<file path="config.mk">
export PLATFORM = sky130hd
export DESIGN_NAME = wnr_frame_packer_flat
export DESIGN_NICKNAME = d
export VERILOG_FILES = /design/src/rtl/wnr_pack_pkg.sv /design/src/rtl/wnr_frame_packer_if.sv /design/src/rtl/wnr_pack_out_reg.sv /design/src/rtl/wnr_frame_packer.sv /design/src/flat_wrapper.sv
export SDC_FILE = /design/constraint.sdc
export NUM_CORES = 1
export LEC_CHECK = 0
export ABC_AREA = 1
export ABC_CLOCK_PERIOD_IN_PS = 1890
export CAP_MARGIN = 20
export CORE_ASPECT_RATIO = 1.1
export CORE_MARGIN = 8
export CORE_UTILIZATION = 48
export CTS_CLUSTER_SIZE = 10
export DETAILED_ROUTE_END_ITERATION = 6
export GPL_TIMING_DRIVEN = 0
export PLACE_DENSITY = 0.84
export SLEW_MARGIN = 0
export SYNTH_ARGS = -nofsm -noshare
export SYNTH_HDL_FRONTEND = slang
export SYNTH_HIERARCHICAL = 1
export SYNTH_SLANG_ARGS = --single-unit
</file>
<file path="constraint.sdc">
create_clock -name clk -period 1.89 [get_ports clk]
set_clock_uncertainty 0.15 [all_clocks]
set_input_delay 0.2835 -clock clk [delete_from_list [all_inputs] [get_ports clk]]
set_output_delay 0.2835 -clock clk [all_outputs]
set_load 0.02 [all_outputs]
</file>
<file path="src/rtl/wnr_pack_pkg.sv">
// Shared constants and helpers for the frame packer.
// Used by wnr_frame_packer, its interface and its output register.
package wnr_pack_pkg;

   localparam int unsigned FRAME_CNT_W = 16;

   // Never returns 0, so a counter derived from it always has at least one bit.
   function automatic int unsigned clog2(input int unsigned val);
      int unsigned res;
      res = 0;
      while ((64'd1 << res) < 64'(val)) begin
         res = res + 1;
      end
      return (res == 0) ? 1 : res;
   endfunction

endpackage

</file>
<file path="src/rtl/wnr_frame_packer_if.sv">
// Sample-in / packed-word-out bus of the frame packer.
// slave: packer side. master: driver/sink side.
interface wnr_frame_packer_if #(
   parameter int unsigned W     = 8,
   parameter int unsigned RATIO = 4
);
   import wnr_pack_pkg::*;

   logic               in_valid;
   logic [W-1:0]       in_data;
   logic               in_ready;
   logic               flush;
   logic               out_valid;
   logic [W*RATIO-1:0] out_data;
   logic               out_last;
   logic               out_ready;

   modport slave (
      input  in_valid, in_data, flush, out_ready,
      output in_ready, out_valid, out_data, out_last
   );

   modport master (
      output in_valid, in_data, flush, out_ready,
      input  in_ready, out_valid, out_data, out_last
   );

endinterface

</file>
<file path="src/rtl/wnr_pack_out_reg.sv">
// Output holding register: one word plus its last flag, valid/ready on the drain side.
// The parent only asserts load_i when the register is empty or draining.
module wnr_pack_out_reg
   import wnr_pack_pkg::*;
#(
   parameter int unsigned DW = 32
) (
   input  logic          clk,
   input  logic          rst_n,
   input  logic          load_i,
   input  logic [DW-1:0] data_i,
   input  logic          last_i,
   input  logic          ready_i,
   output logic          valid_o,
   output logic [DW-1:0] data_o,
   output logic          last_o
);

   logic          valid_q, valid_d;
   logic [DW-1:0] data_q, data_d;
   logic          last_q, last_d;

   always_comb begin
      valid_d = valid_q;
      data_d  = data_q;
      last_d  = last_q;
      if (load_i) begin
         valid_d = 1'b1;
         data_d  = data_i;
         last_d  = last_i;
      end else if (ready_i) begin
         valid_d = 1'b0;
      end
   end

   always_ff @(posedge clk or negedge rst_n) begin
      if (!rst_n) begin
         valid_q <= 1'b0;
         data_q  <= '0;
         last_q  <= 1'b0;
      end else begin
         valid_q <= valid_d;
         data_q  <= data_d;
         last_q  <= last_d;
      end
   end

   assign valid_o = valid_q;
   assign data_o  = data_q;
   assign last_o  = last_q;

endmodule

</file>
<file path="src/rtl/wnr_frame_packer.sv">
// Packs RATIO W-bit samples per output word and tags the last word of each frame.
// Define WNR_PACK_FRAME_CNT_EN to add the frame_cnt_o completed-frame counter.
module wnr_frame_packer
   import wnr_pack_pkg::*;
#(
   parameter int unsigned W           = 8,
   parameter int unsigned RATIO       = 4,
   parameter int unsigned FRAME_WORDS = 256
) (
   input  logic                   clk,
   input  logic                   rst_n,
   wnr_frame_packer_if.slave      bus_io
`ifdef WNR_PACK_FRAME_CNT_EN
   ,
   output logic [FRAME_CNT_W-1:0] frame_cnt_o
`endif
);

   localparam int unsigned LANE_W     = clog2(RATIO);
   localparam int unsigned WORD_CNT_W = clog2(FRAME_WORDS);
   localparam int unsigned DW         = W * RATIO;

   localparam logic [LANE_W-1:0]     LaneMax = LANE_W'(RATIO - 1);
   localparam logic [WORD_CNT_W-1:0] WordMax = WORD_CNT_W'(FRAME_WORDS - 1);

   logic [LANE_W-1:0]     lane_cnt_q, lane_cnt_d;
   logic [WORD_CNT_W-1:0] word_cnt_q, word_cnt_d;
   logic                  flush_pend_q, flush_pend_d;
   logic [DW-1:0]         acc_q, acc_d;

   logic          out_valid, out_last;
   logic [DW-1:0] out_data;
   logic          out_free, lane_last, in_ready, accept, flush_svc;
   logic          load, load_last;
   logic [DW-1:0] load_data;

   // A word load may land in the same cycle the held word drains.
   assign out_free  = ~out_valid | bus_io.out_ready;
   assign lane_last = (lane_cnt_q == LaneMax);
   assign in_ready  = ~flush_pend_q & (~lane_last | out_free);
   assign accept    = bus_io.in_valid & in_ready;
   assign flush_svc = flush_pend_q & out_free;

   always_comb begin
      lane_cnt_d   = lane_cnt_q;
      word_cnt_d   = word_cnt_q;
      acc_d        = acc_q;
      flush_pend_d = flush_pend_q | bus_io.flush;
      load         = 1'b0;
      load_last    = 1'b0;
      load_data    = acc_q | (DW'(bus_io.in_data) << ((RATIO - 1) * W));
      // in_ready is low while a flush is pending, so service and accept never coincide.
      if (flush_svc) begin
         flush_pend_d = 1'b0;
         lane_cnt_d   = '0;
         word_cnt_d   = '0;
         acc_d        = '0;
         load         = (lane_cnt_q != '0);
         load_data    = acc_q;
         load_last    = 1'b1;
      end else if (accept) begin
         if (lane_last) begin
            load       = 1'b1;
            load_last  = (word_cnt_q == WordMax);
            lane_cnt_d = '0;
            acc_d      = '0;
            word_cnt_d = load_last ? '0 : word_cnt_q + WORD_CNT_W'(1);
         end else begin
            acc_d[lane_cnt_q*W +: W] = bus_io.in_data;
            lane_cnt_d               = lane_cnt_q + LANE_W'(1);
         end
      end
   end

   always_ff @(posedge clk or negedge rst_n) begin
      if (!rst_n) begin
         lane_cnt_q   <= '0;
         word_cnt_q   <= '0;
         flush_pend_q <= 1'b0;
         acc_q        <= '0;
      end else begin
         lane_cnt_q   <= lane_cnt_d;
         word_cnt_q   <= word_cnt_d;
         flush_pend_q <= flush_pend_d;
         acc_q        <= acc_d;
      end
   end

   wnr_pack_out_reg #(
      .DW (DW)
   ) u_out_reg (
      .clk     (clk),
      .rst_n   (rst_n),
      .load_i  (load),
      .data_i  (load_data),
      .last_i  (load_last),
      .ready_i (bus_io.out_ready),
      .valid_o (out_valid),
      .data_o  (out_data),
      .last_o  (out_last)
   );

   assign bus_io.in_ready  = in_ready;
   assign bus_io.out_valid = out_valid;
   assign bus_io.out_data  = out_data;
   assign bus_io.out_last  = out_last;

`ifdef WNR_PACK_FRAME_CNT_EN
   logic [FRAME_CNT_W-1:0] frame_cnt_q, frame_cnt_d;

   always_comb begin
      frame_cnt_d = frame_cnt_q;
      if (out_valid & bus_io.out_ready & out_last) begin
         frame_cnt_d = frame_cnt_q + FRAME_CNT_W'(1);
      end
   end

   always_ff @(posedge clk or negedge rst_n) begin
      if (!rst_n) begin
         frame_cnt_q <= '0;
      end else begin
         frame_cnt_q <= frame_cnt_d;
      end
   end

   assign frame_cnt_o = frame_cnt_q;
`endif

endmodule

</file>
<file path="src/flat_wrapper.sv">
// flat-port wrapper written by rule: the top's interface ports become plain ports
module wnr_frame_packer_flat import wnr_pack_pkg::*;
#(
   parameter int unsigned W           = 8,
   parameter int unsigned RATIO       = 4,
   parameter int unsigned FRAME_WORDS = 256
)
  (clk, rst_n, bus_io_in_valid, bus_io_in_data, bus_io_flush, bus_io_out_ready, bus_io_in_ready, bus_io_out_valid, bus_io_out_data, bus_io_out_last);
  wnr_frame_packer_if #(.W(W), .RATIO(RATIO)) bus_io_i ();
  input  logic clk;
  input  logic rst_n;
  input wire logic [$bits(bus_io_i.in_valid)-1:0] bus_io_in_valid;
  input wire logic [$bits(bus_io_i.in_data)-1:0] bus_io_in_data;
  input wire logic [$bits(bus_io_i.flush)-1:0] bus_io_flush;
  input wire logic [$bits(bus_io_i.out_ready)-1:0] bus_io_out_ready;
  output wire logic [$bits(bus_io_i.in_ready)-1:0] bus_io_in_ready;
  output wire logic [$bits(bus_io_i.out_valid)-1:0] bus_io_out_valid;
  output wire logic [$bits(bus_io_i.out_data)-1:0] bus_io_out_data;
  output wire logic [$bits(bus_io_i.out_last)-1:0] bus_io_out_last;
  assign bus_io_i.in_valid = bus_io_in_valid;
  assign bus_io_i.in_data = bus_io_in_data;
  assign bus_io_i.flush = bus_io_flush;
  assign bus_io_i.out_ready = bus_io_out_ready;
  assign bus_io_in_ready = bus_io_i.in_ready;
  assign bus_io_out_valid = bus_io_i.out_valid;
  assign bus_io_out_data = bus_io_i.out_data;
  assign bus_io_out_last = bus_io_i.out_last;
  wnr_frame_packer #(.W(W), .RATIO(RATIO), .FRAME_WORDS(FRAME_WORDS)) u_core (.clk(clk), .rst_n(rst_n), .bus_io(bus_io_i));
endmodule
</file>
## Yosys cells after proc, flatten, opt, wreduce, memory -nomap -nowiden

Cells that the tools add are included.

- Bits of input ports: 13
- Logic and storage cells: 50
- Output and inout port bits: 35
- Register bits: 77

- Reductions and logical operators: 5
- Add/subtract/negate cells: 3
- Equal/unequal tests: 2
- Bitwise logic cells: 10
- Shift operators: 2
- Muxes and demuxes: 21

Operators with widths:

| kind | count |
|---|---|
| $mux W32 | 4 |
| $neg A5 Y34 | 1 |
| $shift A8 B34 Y32 const A | 1 |
| $shiftx A8 B34 Y32 | 1 |
| $bwmux W32 | 1 |
| $mux W8 | 4 |
| $or A32 B32 Y32 | 1 |
| $mux W1 | 9 |
| $add A8 B1 Y8 const B | 1 |
| $eq A8 B8 Y1 const B | 1 |
| $reduce_bool A2 Y1 | 4 |
| $mux W2 | 3 |
| $and A1 B1 Y1 | 3 |
| $not A1 Y1 | 3 |
| $or A1 B1 Y1 | 3 |
| $add A2 B1 Y2 const B | 1 |
| $eq A2 B2 Y1 const B | 1 |
| $reduce_and A2 Y1 | 1 |

## Longest topological paths before layout

- Depth after elaboration: 8
- Mapped depth: 11
- Depth with buffers taken out: 9

## Cells and area by module

The synthesis kept the hierarchy.

By module, submodules not included:

| module | times used | area each (um2) | cells each | seq. area each (um2) |
|---|---|---|---|---|
| wnr_frame_packer | 1 | 2447.3 | 310 | 1076.0 |
| wnr_pack_out_reg | 1 | 1342.5 | 144 | 850.8 |

## Least setup slack after synthesis

OpenSTA, ideal clock, no wires.

- Path type: register to register
- From: register u_core.lane_cnt_q[0]
- To: register u_core.u_out_reg.data_q[20] (netlist: u_core/u_out_reg/data_o[20])
- Data arrival time: 1801 ps
- Clock period less this slack: 2068 ps
- Path buffers: 5
- Stages on the path, launching flop included: 12
- Library setup time: 117 ps
- Path slack: -178 ps
- Required time: 1623 ps
- Path through: dfrtp_1 -> buf_2 -> inv_1 -> buf_2 -> ha_1 -> clkbuf_1 -> o21ai_0 -> buf_6 -> inv_8 -> buf_8 -> nand2_2 -> nand2_1

- Longest elaborated chain between the ends: 7
- Elaborated cells on any way between the ends: 9
- Those cells by class: 1 x eq/ne; 3 x mux; 4 x bitwise; 1 x reduce/logical

RTL lines:

| element | RTL line | RTL |
|---|---|---|
| start: declaration | wnr_frame_packer.sv:26 | `logic [LANE_W-1:0] lane_cnt_q, lane_cnt_d;` |
| start signal: assignment | wnr_frame_packer.sv:82 | `lane_cnt_q <= lane_cnt_d;` |
| $eq A2 B2 Y1 | wnr_frame_packer.sv:39 | `assign lane_last = (lane_cnt_q == LaneMax);` |
| $not A1 Y1 | wnr_frame_packer.sv:40 | `assign in_ready = ~flush_pend_q & (~lane_last \| out_free);` |
| $or A1 B1 Y1 | wnr_frame_packer.sv:40 |  |
| $and A1 B1 Y1 | wnr_frame_packer.sv:40 |  |
| $and A1 B1 Y1 | wnr_frame_packer.sv:41 | `assign accept = bus_io.in_valid & in_ready;` |
| $mux W1 | wnr_frame_packer.sv:61 | `end else if (accept) begin` |
| $mux W1 (*) | wnr_frame_packer.sv:53 | `if (flush_svc) begin` |
| via u_core.load | wnr_frame_packer.sv:34 | `logic load, load_last;` |
| end signal: assignment | wnr_pack_out_reg.sv:43 | `data_q <= data_d;` |
| end: declaration | wnr_pack_out_reg.sv:20 | `logic [DW-1:0] data_q, data_d;` |

Mark *: on every way through the listed nets, which the timed path passes. The rest lies on a longest branch.
A chain may end at the register's enable or synchronous reset.

## Worst setup path after layout

- From: input bus_io_out_ready
- To: register u_core.u_out_reg.data_q[28] (netlist: u_core/u_out_reg/data_o[28])

- Longest elaborated chain between the ends: 6
- Elaborated cells on any way between the ends: 8
- Those cells by class: 3 x mux; 5 x bitwise

RTL lines:

| element | RTL line | RTL |
|---|---|---|
| start: declaration | flat_wrapper.sv:15 | `input wire logic [$bits(bus_io_i.out_ready)-1:0] bus_io_out_ready;` |
| $or A1 B1 Y1 (*) | wnr_frame_packer.sv:38 | `assign out_free = ~out_valid \| bus_io.out_ready;` |
| $or A1 B1 Y1 | wnr_frame_packer.sv:40 |  |
| $and A1 B1 Y1 | wnr_frame_packer.sv:40 |  |
| $and A1 B1 Y1 | wnr_frame_packer.sv:41 |  |
| $mux W1 | wnr_frame_packer.sv:61 |  |
| $mux W1 (*) | wnr_frame_packer.sv:53 |  |
| via u_core.load | wnr_frame_packer.sv:34 |  |

Marked as above.

==> impl_metrics.tcl <==
set metrics [dict create \
    status "completed" \
    ys_seq_area_frac 0.5084 \
    avgSynthCellArea_sq_um 8.348 \
    p_per_area_nw_per_um2 1486 \
    place_hpwl_um 6385 \
    grt.overflow.total 0 \
    cts_root_buffer "clkbuf_8" \
    arrival_ps 1920 \
    first_pass_iters 6 \
    drtAntennaViolNets 0 \
    finalCriticalPeriod_ps 1830 \
    timing.setup.tns_ps 0 \
    hold_class "input pin to async pin" \
    grt_pass1_vias 3187 \
    wl_per_cell_um 14.23 \
    ys_types 30 \
    synth_warnings 6 \
    drive_above_1_share 0.1751 \
    viasPerCell 5.106 \
    worst_ep_required_time_ps 1980 \
    postLayoutSetupSlackWorst_ps 60.04 \
    routed_wl_um 9091 \
    cts_tree "done" \
    period_share 0.9682 \
    grt_usage 0.1696 \
    initial_core_util 0.4868 \
    cts_buffers 9 \
    fillers 640 \
    route.vias.total 3263 \
    core_area_sq_um 7785 \
    post-place-ws_ps -291.3 \
    gp_congestion 0.8793 \
    drt_iter0_markers 246 \
    clock_latency_ps 340 \
    ys_ff_latch 77 \
    diodes 0 \
    criticalPathCategory "input pin to register" \
    cap_violations 0 \
    antenna_found_initial 0 \
    syn_to_final_growth_pct 29.71 \
    hold_viol_final 0 \
    cts.sinks 77 \
    relSlewSlack 0.6934 \
    end_kind "register" \
    dieArea_sq_um 11000 \
    clockBufferDepth 2 \
    syn_inst 454 \
    rsz0062_at_grt "true" \
    path_clk_slew_ps 80 \
    synth_area_sq_um 3790 \
    synthesis.nets 474 \
    setup_viol 0 \
    rows 34 \
    die_w_um 100.7 \
    crit_fanout 10 \
    drc 0 \
    worstMarginPinSlew_ps 459.9 \
    grt_max_degree 45 \
    critPathLaunchType "input pin" \
    max-vdd-ir-drop_uv 733.8 \
    die_y_um 109.2 \
    clock.fmax_ghz 0.5465 \
    num_io_pins 48 \
    slew_violations 0 \
    fin_nets 546 \
    leakagePower_nw 2.499 \
    numPortBuffers 47 \
    grt_pass1_wl_um 14920 \
    htree_levels 3 \
]
-- worst paths after layout --
| kind | startpoint | endpoint | slack (ps) | cells past startpoint |
|---|---|---|---|---|
| min reg2reg | u_core/acc_q[21]$_DFFE_PN0P_ | u_core/acc_q[21]$_DFFE_PN0P_ | 330 | 2 |
| min | rst_n | u_core/word_cnt_q[1]$_DFFE_PN0P_ | 300 | 2 |
| max in group asynchronous | rst_n | u_core/acc_q[12]$_DFFE_PN0P_ | 710 | 3 |
| max reg2reg | u_core/lane_cnt_q[0]$_DFFE_PN0P_ | u_core/u_out_reg/data_o[28]$_DFFE_PN0P_ | 70 | 10 |
| min in group clk | u_core/acc_q[21]$_DFFE_PN0P_ | u_core/acc_q[21]$_DFFE_PN0P_ | 330 | 2 |
| max | bus_io_out_ready | u_core/u_out_reg/data_o[28]$_DFFE_PN0P_ | 60 | 11 |
-- kinds of logic after synthesis --
logic type | count (synthesis) | synth area share
XOR/XNOR | 1 | 0.002311
buffers and inverters | 39 | 0.06767
adder cells (fa/ha/maj) | 7 | 0.02311
flip-flops | 77 | 0.5084
AND/OR/NAND/NOR | 302 | 0.3536
AO/OA/AOI/OAI | 28 | 0.04490
-- sequential cells by signal, summed over array words and instances, names as in the netlist --
register / cells
u_core/acc_q: 32
u_core/u_out_reg/data_o: 32
u_core/word_cnt_q: 8
u_core/lane_cnt_q: 2
u_core/flush_pend_q: 1
u_core/u_out_reg/last_o: 1
u_core/u_out_reg/valid_o: 1
-- stage by stage --
| step | total power (W) | hold WS [ps] | area [sq um] | util | instances |
|---|---|---|---|---|---|
| after floorplan | 0.004398 | -162.1 | 3812 | - | 454 |
| after global placement | 0.005212 | 304.1 | 4418 | 0.5675 | 609 |
| final | 0.007305 | 298.5 | 4916 | 0.6315 | 639 |
| after detailed placement | 0.005272 | 114.0 | 4436 | 0.5698 | 610 |
| after CTS | 0.006998 | 290.3 | 4777 | 0.6136 | 632 |
| after global routing | 0.007757 | 326.2 | 4916 | 0.6315 | 639 |
-- layout make-up --
type,count,area [sq um],share of cell area
flip-flops and latches,77,1927,0.3920
multi-input cells,339,1704,0.3467
repair buffers,61,603.1,0.1227
plain buffers,18,201.4,0.04098
well taps,108,135.1,0.02749
clock buffers,9,123.9,0.02520
clock inverters,7,121.4,0.02469
inverters,20,100.1,0.02036
-- worst max-delay path: stages --
cell             delay (ps)
clkdlybuf4s50_1         490
inv_2                    60
nand2_2                  80
nand2_4                 110
buf_4                   210
o21ai_4                 160
buf_6                   160
clkinv_8                 80
buf_12                  160
nand2_2                  50
nand2_1                  50
-- cell usage after synthesis --
library cell	instances	area [sq um]
clkinv_1	1	3.750
nor3b_1	1	7.510
inv_1	15	56.30
buf_6	6	67.56
ha_1	7	87.58
o21ai_0	12	60.06
nand3b_1	1	7.510
xor2_1	1	8.760
nand2_2	11	68.82
nand2_1	187	701.9
dfrtp_1	77	1927
nor3_1	16	80.08
nor2_1	27	101.4
nand4_1	18	112.6
a21oi_1	3	15.01
inv_6	1	8.760
nand3_2	1	10.01
buf_4	3	22.52
a21o_1	8	60.06
buf_8	3	45.04
o21ai_1	1	5.000
buf_2	6	30.03
nand2_4	8	90.09
inv_8	1	11.26
clkbuf_1	1	3.750
nand3_1	32	160.2
o21ai_2	1	8.760
inv_2	2	7.510
o22ai_1	2	12.51
a21oi_2	1	8.760
-- cell usage in the layout, fill, tap and decap left out, types with 3 or more instances in the layout --
cell type | Yosys | layout
nand4_1 | 18 | 18
nand3_1 | 32 | 30
clkdlybuf4s50_1 | 0 | 44
inv_2 | 2 | 4
nor3_2 | 0 | 4
ha_1 | 7 | 4
buf_6 | 6 | 9
inv_6 | 1 | 3
o21ai_1 | 1 | 4
clkbuf_8 | 0 | 9
nor3_1 | 16 | 12
inv_1 | 15 | 12
a21oi_1 | 3 | 3
o21ai_0 | 12 | 8
buf_8 | 3 | 3
nor2_1 | 27 | 27
a21o_1 | 8 | 8
dfrtp_1 | 77 | 77
buf_4 | 3 | 16
bufinv_16 | 0 | 3
nand2_4 | 8 | 10
nand2_1 | 187 | 184
nand2_2 | 11 | 13
-- report_power, final --
group / total (W) / leakage (nW) / switching, W / internal, W
sequential: 0.00209 / 1.06 / 0.000182 / 0.00191
combinational: 0.00370 / 1.32 / 0.00226 / 0.00144
clock: 0.00151 / 0.124 / 0.000622 / 0.000886
total: 0.00731 / 2.50 / 0.00307 / 0.00424
-- routing by layer --
| layer | wire [um] | share of wire | global-route usage | vias to the layer above |
|---|---|---|---|---|
| met5 | 0 | 0 | 0 | - |
| met4 | 266 | 0.029 | 0.08649 | 0 |
| met3 | 566 | 0.062 | 0.03576 | 22 |
| met2 | 4395 | 0.48 | 0.2798 | 97 |
| met1 | 3863 | 0.42 | 0.2057 | 1533 |
| li1 | - | - | - | 1611 |
-- what timing repair did --
action	CTS	global route
setup buffers	5	6
pin swaps	1	7
resized for setup	20	22
hold buffers	1	0
hold endpoints to repair	33	0
gates cloned	0	2
setup endpoints to repair	66	64
Note: power is estimated with default switching activity, not from simulation.
